$ cat src/rtl/hazard_scoreboard.sv
// In-order issue hazard scoreboard: a per-register countdown of cycles until a
// pending result is forwardable, producing RAW/WAW stall, bubble and PC/IF-ID enables.
module hsRegCnt #(
  parameter int LATW = 3
) (
  input  logic            clock,
  input  logic            reset,
  input  logic            load,
  input  logic [LATW-1:0] loadVal,
  output logic [LATW-1:0] cnt
);
  // A fresh issue takes priority over the running countdown.
  always_ff @(posedge clock or posedge reset) begin
    if (reset)            cnt <= '0;
    else if (load)        cnt <= loadVal;
    else if (cnt != '0)   cnt <= cnt - LATW'(1);
  end
endmodule

module hazard_scoreboard #(
  parameter int NREG    = 32,
  parameter int MAX_LAT = 4,
  parameter int CNTW    = 16,
  localparam int REGW   = $clog2(NREG),
  localparam int LATW   = $clog2(MAX_LAT + 1)
) (
  input  logic            clock,
  input  logic            reset,
  input  logic            id_valid,
  input  logic [REGW-1:0] id_rs,
  input  logic [REGW-1:0] id_rt,
  input  logic            id_uses_rs,
  input  logic            id_uses_rt,
  input  logic [REGW-1:0] id_dst,
  input  logic            id_wr,
  input  logic [LATW-1:0] id_lat,
  input  logic            flush,
  output logic            stall,
  output logic            pc_write,
  output logic            ifid_write,
  output logic            ctrl_bubble,
  output logic            pending,
  output logic [CNTW-1:0] stall_count
);
  localparam int NSLOT = 2 ** REGW;
  localparam logic [LATW-1:0] MaxLat = LATW'(MAX_LAT);

  logic [NSLOT-1:0][LATW-1:0] cntAll;
  logic [LATW-1:0] effLat, cntRs, cntRt, cntDst;
  logic            rawHaz, wawHaz, issue;

  always_comb begin
    effLat = id_lat;
    if (id_lat == '0)         effLat = LATW'(1);
    else if (id_lat > MaxLat) effLat = MaxLat;
  end

  // Slot 0 and any slot past NREG-1 read as permanently idle.
  assign cntAll[0] = '0;
  for (genvar r = 1; r < NSLOT; r++) begin : gReg
    if (r < NREG) begin : gLive
      hsRegCnt #(.LATW(LATW)) uCnt (
        .clock   (clock),
        .reset   (reset),
        .load    (issue && (id_dst == REGW'(r))),
        .loadVal (effLat),
        .cnt     (cntAll[r])
      );
    end else begin : gNone
      assign cntAll[r] = '0;
    end
  end

  assign cntRs  = cntAll[id_rs];
  assign cntRt  = cntAll[id_rt];
  assign cntDst = cntAll[id_dst];

  // cnt==1 means the value is forwardable next cycle, so only >1 stalls a reader.
  assign rawHaz = id_valid &
                  ((id_uses_rs & (id_rs != '0) & (cntRs > LATW'(1))) |
                   (id_uses_rt & (id_rt != '0) & (cntRt > LATW'(1))));
  assign wawHaz = id_valid & id_wr & (id_dst != '0) & (cntDst > effLat);

  assign stall       = (rawHaz | wawHaz) & ~flush & ~reset;
  assign pc_write    = ~stall;
  assign ifid_write  = ~stall;
  assign ctrl_bubble = stall | flush;
  assign pending     = |cntAll;
  assign issue       = id_valid & ~stall & ~flush & id_wr & (id_dst != '0);

  always_ff @(posedge clock or posedge reset) begin
    if (reset)                           stall_count <= '0;
    else if (stall && stall_count != '1) stall_count <= stall_count + CNTW'(1);
  end
endmodule

$ cat config.mk
export PLATFORM = sky130hd
export DESIGN_NAME = hazard_scoreboard
export DESIGN_NICKNAME = d
export VERILOG_FILES = /design/src/rtl/hazard_scoreboard.sv
export SDC_FILE = /design/constraint.sdc
export NUM_CORES = 1
export LEC_CHECK = 0
export ABC_CLOCK_PERIOD_IN_PS = 10000
export CORE_MARGIN = 10
export CORE_UTILIZATION = 58
export CTS_BUF_LIST = sky130_fd_sc_hd__clkbuf_16
export DETAILED_ROUTE_END_ITERATION = 12
export GPL_TIMING_DRIVEN = 0
export MAX_ROUTING_LAYER = met4
export PLACE_DENSITY = 0.88
export SLEW_MARGIN = 20
export SYNTH_ARGS = -nofsm -noshare
export SYNTH_HDL_FRONTEND = slang
export SYNTH_HIERARCHICAL = 1
export SYNTH_SLANG_ARGS = --single-unit
$ cat constraint.sdc
create_clock -name clock -period 10 [get_ports clock]
set_input_delay 3 -clock clock [delete_from_list [all_inputs] [get_ports clock]]
set_output_delay 3 -clock clock [all_outputs]
set_load 0.01 [all_outputs]
# After elaboration in Yosys (flattened, before gate mapping)
# Index checks and enable logic that the tools add are counted.
[word_totals]
mem_bits_ro = 0
regBits = 109
latch_bits = 0
output_inout_bits = 21
word_cells = 292
memories = 0
input_bits = 25
ram_bits = 0
[classes]
shifts = 0
mux = 70
n_reduce_logical = 99
n_bitwise = 20
n_lt_le_gt_ge = 7
n_eq_ne = 32
div = 0
mul = 0
addsub = 32
[op_table]
columns = ["op", "count"]
rows = [
  ["$mux 3", 67],
  ["$reduce_bool 3->1", 31],
  ["$reduce_or 93->1", 1],
  ["$sub 3x1->3 const B", 31],
  ["$eq 5x5->1 const B", 16],
  ["$reduce_bool 2->1", 31],
  ["$bmux 3 s5", 3],
  ["$eq 5x4->1 const B", 8],
  ["$logic_and 1x1->1", 32],
  ["$eq 5x3->1 const B", 4],
  ["$lt 5x6->1 const B", 3],
  ["$add 16x1->16 const B", 1],
  ["$ne 16x16->1 const B", 1],
  ["$reduce_bool 5->1", 3],
  ["$and 1x1->1", 14],
  ["$eq 5x2->1 const B", 2],
  ["$gt 3x1->1 const B", 2],
  ["$eq 5x1->1 const B", 1],
  ["$gt 3x3->1", 1],
  ["$gt 3x3->1 const B", 1],
  ["$logic_not 3->1", 1],
  ["$not 1->1", 3],
  ["$or 1x1->1", 3],
]

# Longest topological paths before layout
[depth]
word_depth = 16
mapped_depth = 15
mapped_depth_nobuf = 13

# Modules after synthesis
# The synthesis kept the hierarchy.
[by_module_without_submodules]
columns = ["module", "n_inst", "area_each_um2", "seq_area_each_um2", "cells_per_inst"]
rows = [
  ["hsRegCnt", 31, 200.2, 75.1, 21],
  ["hazard_scoreboard", 1, 2815.2, 400.4, 339],
]

# Worst setup path after synthesis
# No wires, ideal clock.
[synth_path]
kind = "in2out"
start = "input port id_dst[0]"
end = "output port pc_write"
t_required_ns = 7.000
path_slack_ns = 0.898
path_stages = 10
n_path_buf = 2
arrival_time_ns = 6.102
cell_sequence = "buf_1 mux4_2 mux4_2 mux2_2 ha_1 nor2b_1 o21ai_0 a221oi_1 o21ai_0 buf_4"
[synth_via]
elab_chain_cells = 8
word_cells_on_any_way = 10
classes_between = "1 x order compare; 2 x mux; 6 x bitwise; 1 x reduce/logical"
[synth_rtl]
columns = ["element", "line_no", "text"]
rows = [
  ["start: declaration", "34", "input logic [REGW-1:0] id_dst,"],
  ["$bmux 3 s5", "76", "assign cntDst = cntAll[id_dst];"],
  ["$mux 3 (not written as such)", "76", ""],
  ["$gt 3x3->1", "82", "assign wawHaz = id_valid & id_wr & (id_dst != '0) & (cntDst > effLat);"],
  ["$and 1x1->1 (*)", "82", ""],
  ["$or 1x1->1 (*)", "84", "assign stall = (rawHaz | wawHaz) & ~flush & ~reset;"],
  ["$and 1x1->1 (*) (2 in a row)", "84", ""],
  ["$not 1->1 (*)", "n/a", ""],
  ["end: declaration", "39", "output logic pc_write,"],
]
# Every way passes the cells marked *; elsewhere a longest branch is shown, timed or not. The select of a mux whose other input is x is not followed.

# Final worst setup path
[layout_path]
start = "input port id_dst[1]"
end = "output port pc_write"
[layout_via]
elab_chain_cells = 8
word_cells_on_any_way = 10
classes_between = "1 x order compare; 2 x mux; 6 x bitwise; 1 x reduce/logical"
[layout_rtl]
columns = ["element", "line_no", "text"]
rows = [
  ["$bmux 3 s5", "76", ""],
  ["$mux 3 (not written as such)", "76", ""],
  ["$gt 3x3->1", "82", ""],
  ["$and 1x1->1 (*)", "82", ""],
  ["$or 1x1->1 (*)", "84", ""],
  ["$and 1x1->1 (*) (2 in a row)", "84", ""],
  ["$not 1->1 (*)", "85", "assign pc_write = ~stall;"],
]
# Marks and branches as above.

==> results <==
- Setup repair after global routing left no endpoint under its margin.
- The global-route wire length before repair is 41,120 um.
- The overall global routing resource usage is 25.80%.
- Yosys printed 6 warnings.
- Of the total synthesized cell area, the portion taken by full adders, half adders and majority gates is 9.154%.
- The number of nets in the final layout is 1,133.
- The HPWL after detailed placement is 19,400 um.
- Summed over all layers, the global routing overflow is 0.
- The number of global-route vias before repair was 7,894.
- At the end of routability-driven placement, the weighted congestion stood at 1.012.
- Yosys mapped a number of flops with a built-in enable equal to 0.
- The remaining design rule violation count is 0.
- TritonCTS created 9 clock buffers.
- The setup skew after layout is 9.664 ps.
- The die is 144.7 um tall.
- The setup check on the worst reg-to-reg path leaves a slack of 5810 ps.
- The number of input and output port buffers inserted is 38.
- STA puts the critical path data arrival time at 6860 ps.
- Dividing the detail-routed wire length by the instance count gives 20.93 um.
- The sum of met2 wire segment lengths after detailed routing is 12,470 um.
- The number of sinks on the clock net is 109.
- The proportion of power drawn by flip-flops and latches is 38.6%.
- The first detailed-routing pass took 5 iterations.
- The most used flip-flop cell after synthesis is sky130_fd_sc_hd__dfrtp_1.
- The worst min-delay path category is reg -> reg.
- The number of standard cells in the layout, taps in and fillers out is 1,235.
- The number of different library cells in the post-synthesis netlist is 52.
- The wire length on met3 is 2414 um.
- The first-iteration detailed-routing DRC count is 1,006.
- The floorplan row count is 45.
- The worst setup path is launched from a primary input.
- The register clock-pin slew on the reported worst setup and hold paths is 80 ps.
- The maximum number of pins on one net before global-route repair is 32.
- Once detail routing completed, the nets flagged for antenna violations numbered 0.
- For this design the ratio of total power to cell area is 260.7 mW/mm2.
- After detailed placement, the design holds a cell count of 1,219.
- The die is 144.7 um wide.
- The part of the power in combinational logic is 47.6%.
- During I/O placement, the number of pins put on the boundary was 46.
- The max-capacitance violation count is 0.
- The routed design has 25,850 um of wire.
- For the finished layout, the period the worst path requires is 9859 ps.
- Of the available clock period, the critical path in the final layout requires 98.59%.
- The register bit count reported by yosys is 109.
- The simple logic cell fraction of the synthesized area is 29.92%.
- Synthesis produced a netlist whose cell count is 990.
- For the pin with the worst max-slew slack, the measured transition is 913.6 ps.
- Of all nets on the critical path, the largest fanout is 10.
- The synthesized netlist occupies a cell area of 0.009021 mm2.
- The share of cell area taken by muxes after synthesis is 8.350%.
- The number of antenna diodes is 0.
- VDD sags by at most 0.1324 mV.
- Derived from the worst setup path, the maximum achievable clock frequency is 0.1014 GHz.
- The root buffer cell chosen for the clock tree is sky130_fd_sc_hd__clkbuf_16.
- The worst-case headroom to the max-slew limit is 38.63%.
- For this design the static power due to leakage is 4.189 nW.
- The initial standard-cell utilization of the core is 59.34%.
- The final route contains 8,182 vias.
- The relative contribution of the clock network to total power is 13.8%.
- In this run the mean area of a mapped cell was 9.112 um2.
- The internal power consumption is 1.486 mW.
- The compound-gate portion of the synthesized area is 12.64%.
- The max-slew violation total from the final report is 0.
- The worst setup path is of the in -> out kind.
- The later pin in the worst-skew pair is clocked with a latency of 370 ps.
- The TritonCTS clock tree is built.
- Counting flops with an async set or reset pin after synthesis yields a share of 100.0%.
- The hold violation total from the final report is 0.
- After synthesis, flip-flops and latches occupy 30.24% of the total area.
- The synthesized-area fraction occupied by xor and xnor cells is 1.456%.
- Signal routing reaches up to met4.
- Summed over its instances, the top area cell type makes up 30.24% of the synthesized netlist area.
- The net switching power figure is 1.131 mW.
- The met1 wire length is 10,090 um.
- The library cells used most frequently in the layout, excluding fill and tap cells, are 165 x sky130_fd_sc_hd__inv_1, 109 x sky130_fd_sc_hd__dfrtp_1, 101 x sky130_fd_sc_hd__nor2b_1.
- By area the synthesized netlist is led by sky130_fd_sc_hd__dfrtp_1 30%, sky130_fd_sc_hd__ha_1 9.2%, sky130_fd_sc_hd__mux4_2 7.5%.
- The category of the worst setup path capture point is a primary output.
- The library cell used most frequently in the layout, excluding fill and tap cells, is sky130_fd_sc_hd__inv_1.
- The library cell with the largest summed area after synthesis is sky130_fd_sc_hd__dfrtp_1.
- Setup violations remaining at the end of the flow were counted as 0.
- The total area inside the core boundary comes to 0.01520 mm2.
- The switching part of the total is 43.22%.
- After synthesis, the largest family of logic cells by area is simple AND/OR/NAND/NOR gates.
- The worst-case clock buffer depth is 2.
- The run finished with clean final reports.
- The number of antenna violations at the first check in global routing is 0.
- Measured on the finished design, the core utilization comes to 66.04%.
- From synthesis to final layout, the design area changed by 11.29%.
- After detailed routing, the number of vias per cell comes to 6.625.
- The H-tree generated during clock tree synthesis spans 3 levels.
- Data on the critical path is required at its endpoint by 7000 ps.
- The number of nets in the synthesized netlist is 1,081.
- The post-route netlist has 7.545% of its cells at a drive strength greater than 1.
- The floorplan step defined a die boundary enclosing 0.02094 mm2.
## sequential cells by signal, summed over array words and instances (netlist names)
register             cells
gReg.gLive.uCnt/cnt     93
stall_count             16
## repair_timing
action | CTS | global route
hold buffers | 0 | 0
setup endpoints to repair | 4 | 2
pin swaps | 0 | 0
setup buffers | 0 | 0
resized for setup | 15 | 1
## logic make-up (layout without fill, tap and decap cells)
group                    Yosys count  count (layout)
AO/OA/AOI/OAI                    144             144
XOR/XNOR                          15              15
adder cells (fa/ha/maj)           66              66
buffers and inverters            193             250
flip-flops                       109             109
multiplexers                      37              37
AND/OR/NAND/NOR                  426             426
## through the flow
stage	area (um2)	setup slack, ps	power (mW)	TNS, ps	hold slack, ps
after global routing	10040	32.92	2.797	0	535.8
after global placement	9637	-787.1	2.148	-2993	478.3
after floorplan	9021	898.4	1.825	0	519.0
after CTS	10040	86.53	2.584	0	512.5
final	10040	140.9	2.617	0	509.8
after detailed placement	9727	-620.9	2.216	-2361	499.5
## cell usage after synthesis, types with 8 or more instances
library cell	n
sky130_fd_sc_hd__a2111oi_0	8
sky130_fd_sc_hd__a211oi_1	8
sky130_fd_sc_hd__a21oi_1	8
sky130_fd_sc_hd__a221oi_1	32
sky130_fd_sc_hd__a311oi_1	32
sky130_fd_sc_hd__a31oi_1	33
sky130_fd_sc_hd__clkbuf_1	13
sky130_fd_sc_hd__dfrtp_1	109
sky130_fd_sc_hd__ha_1	66
sky130_fd_sc_hd__inv_1	166
sky130_fd_sc_hd__mux4_2	30
sky130_fd_sc_hd__nand2_1	15
sky130_fd_sc_hd__nand2b_1	65
sky130_fd_sc_hd__nand3_1	14
sky130_fd_sc_hd__nand4_1	13
sky130_fd_sc_hd__nor2_1	39
sky130_fd_sc_hd__nor2b_1	101
sky130_fd_sc_hd__nor3_1	57
sky130_fd_sc_hd__nor4_1	10
sky130_fd_sc_hd__nor4b_1	62
sky130_fd_sc_hd__or3b_1	31
sky130_fd_sc_hd__xnor2_1	14
## power by group through the flow
stage	clock [mW]	sequential (mW)	combinational (mW)
finish	0.362	1.01	1.25
global route	0.380	1.04	1.38
CTS	0.364	0.993	1.23
detailed placement	0	0.996	1.22
global placement	0	0.990	1.16
floorplan	0	0.867	0.958
## cell type report
class                   count  area [um2]
clock buffers               9       225.2
inverters                 167       626.9
repair buffers             41       457.9
fillers                  1183        5162
well taps                 188       235.2
multi-input cells         688        5570
plain buffers              26       130.1
clock inverters             7       66.31
flip-flops and latches    109        2728
## final timing paths
check / endpoint / depth (start not counted) / startpoint
max reg2reg: gReg[3].gLive.uCnt/cnt[0] / 13 / gReg[12].gLive.uCnt/cnt[1]
max in group asynchronous: stall_count[11] / 3 / reset
min: stall_count[5] / 1 / stall_count[5]
max: pc_write / 12 / id_dst[1]
min reg2reg: stall_count[5] / 1 / stall_count[5]
min in group asynchronous: gReg[17].gLive.uCnt/cnt[1] / 2 / reset
## critical path, stage by stage
cell                              delay [ps]
sky130_fd_sc_hd__clkbuf_1                570
sky130_fd_sc_hd__clkbuf_2                450
sky130_fd_sc_hd__mux4_2                  370
sky130_fd_sc_hd__mux4_2                  520
sky130_fd_sc_hd__mux2_2                  300
sky130_fd_sc_hd__ha_1                    280
sky130_fd_sc_hd__nor2b_1                 130
sky130_fd_sc_hd__o21ai_0                 200
sky130_fd_sc_hd__a221oi_2                120
sky130_fd_sc_hd__o21ai_2                 240
sky130_fd_sc_hd__buf_4                   140
sky130_fd_sc_hd__clkdlybuf4s50_1         540
## metal layers
metal | global-route usage (%) | vias to the layer above
li1 | - | 3709
met1 | 31.22 | 3955
met2 | 41.48 | 434
met3 | 5.215 | 84
met4 | 10.64 | 0
met5 | - | -
(Power assumes the default switching activity.)
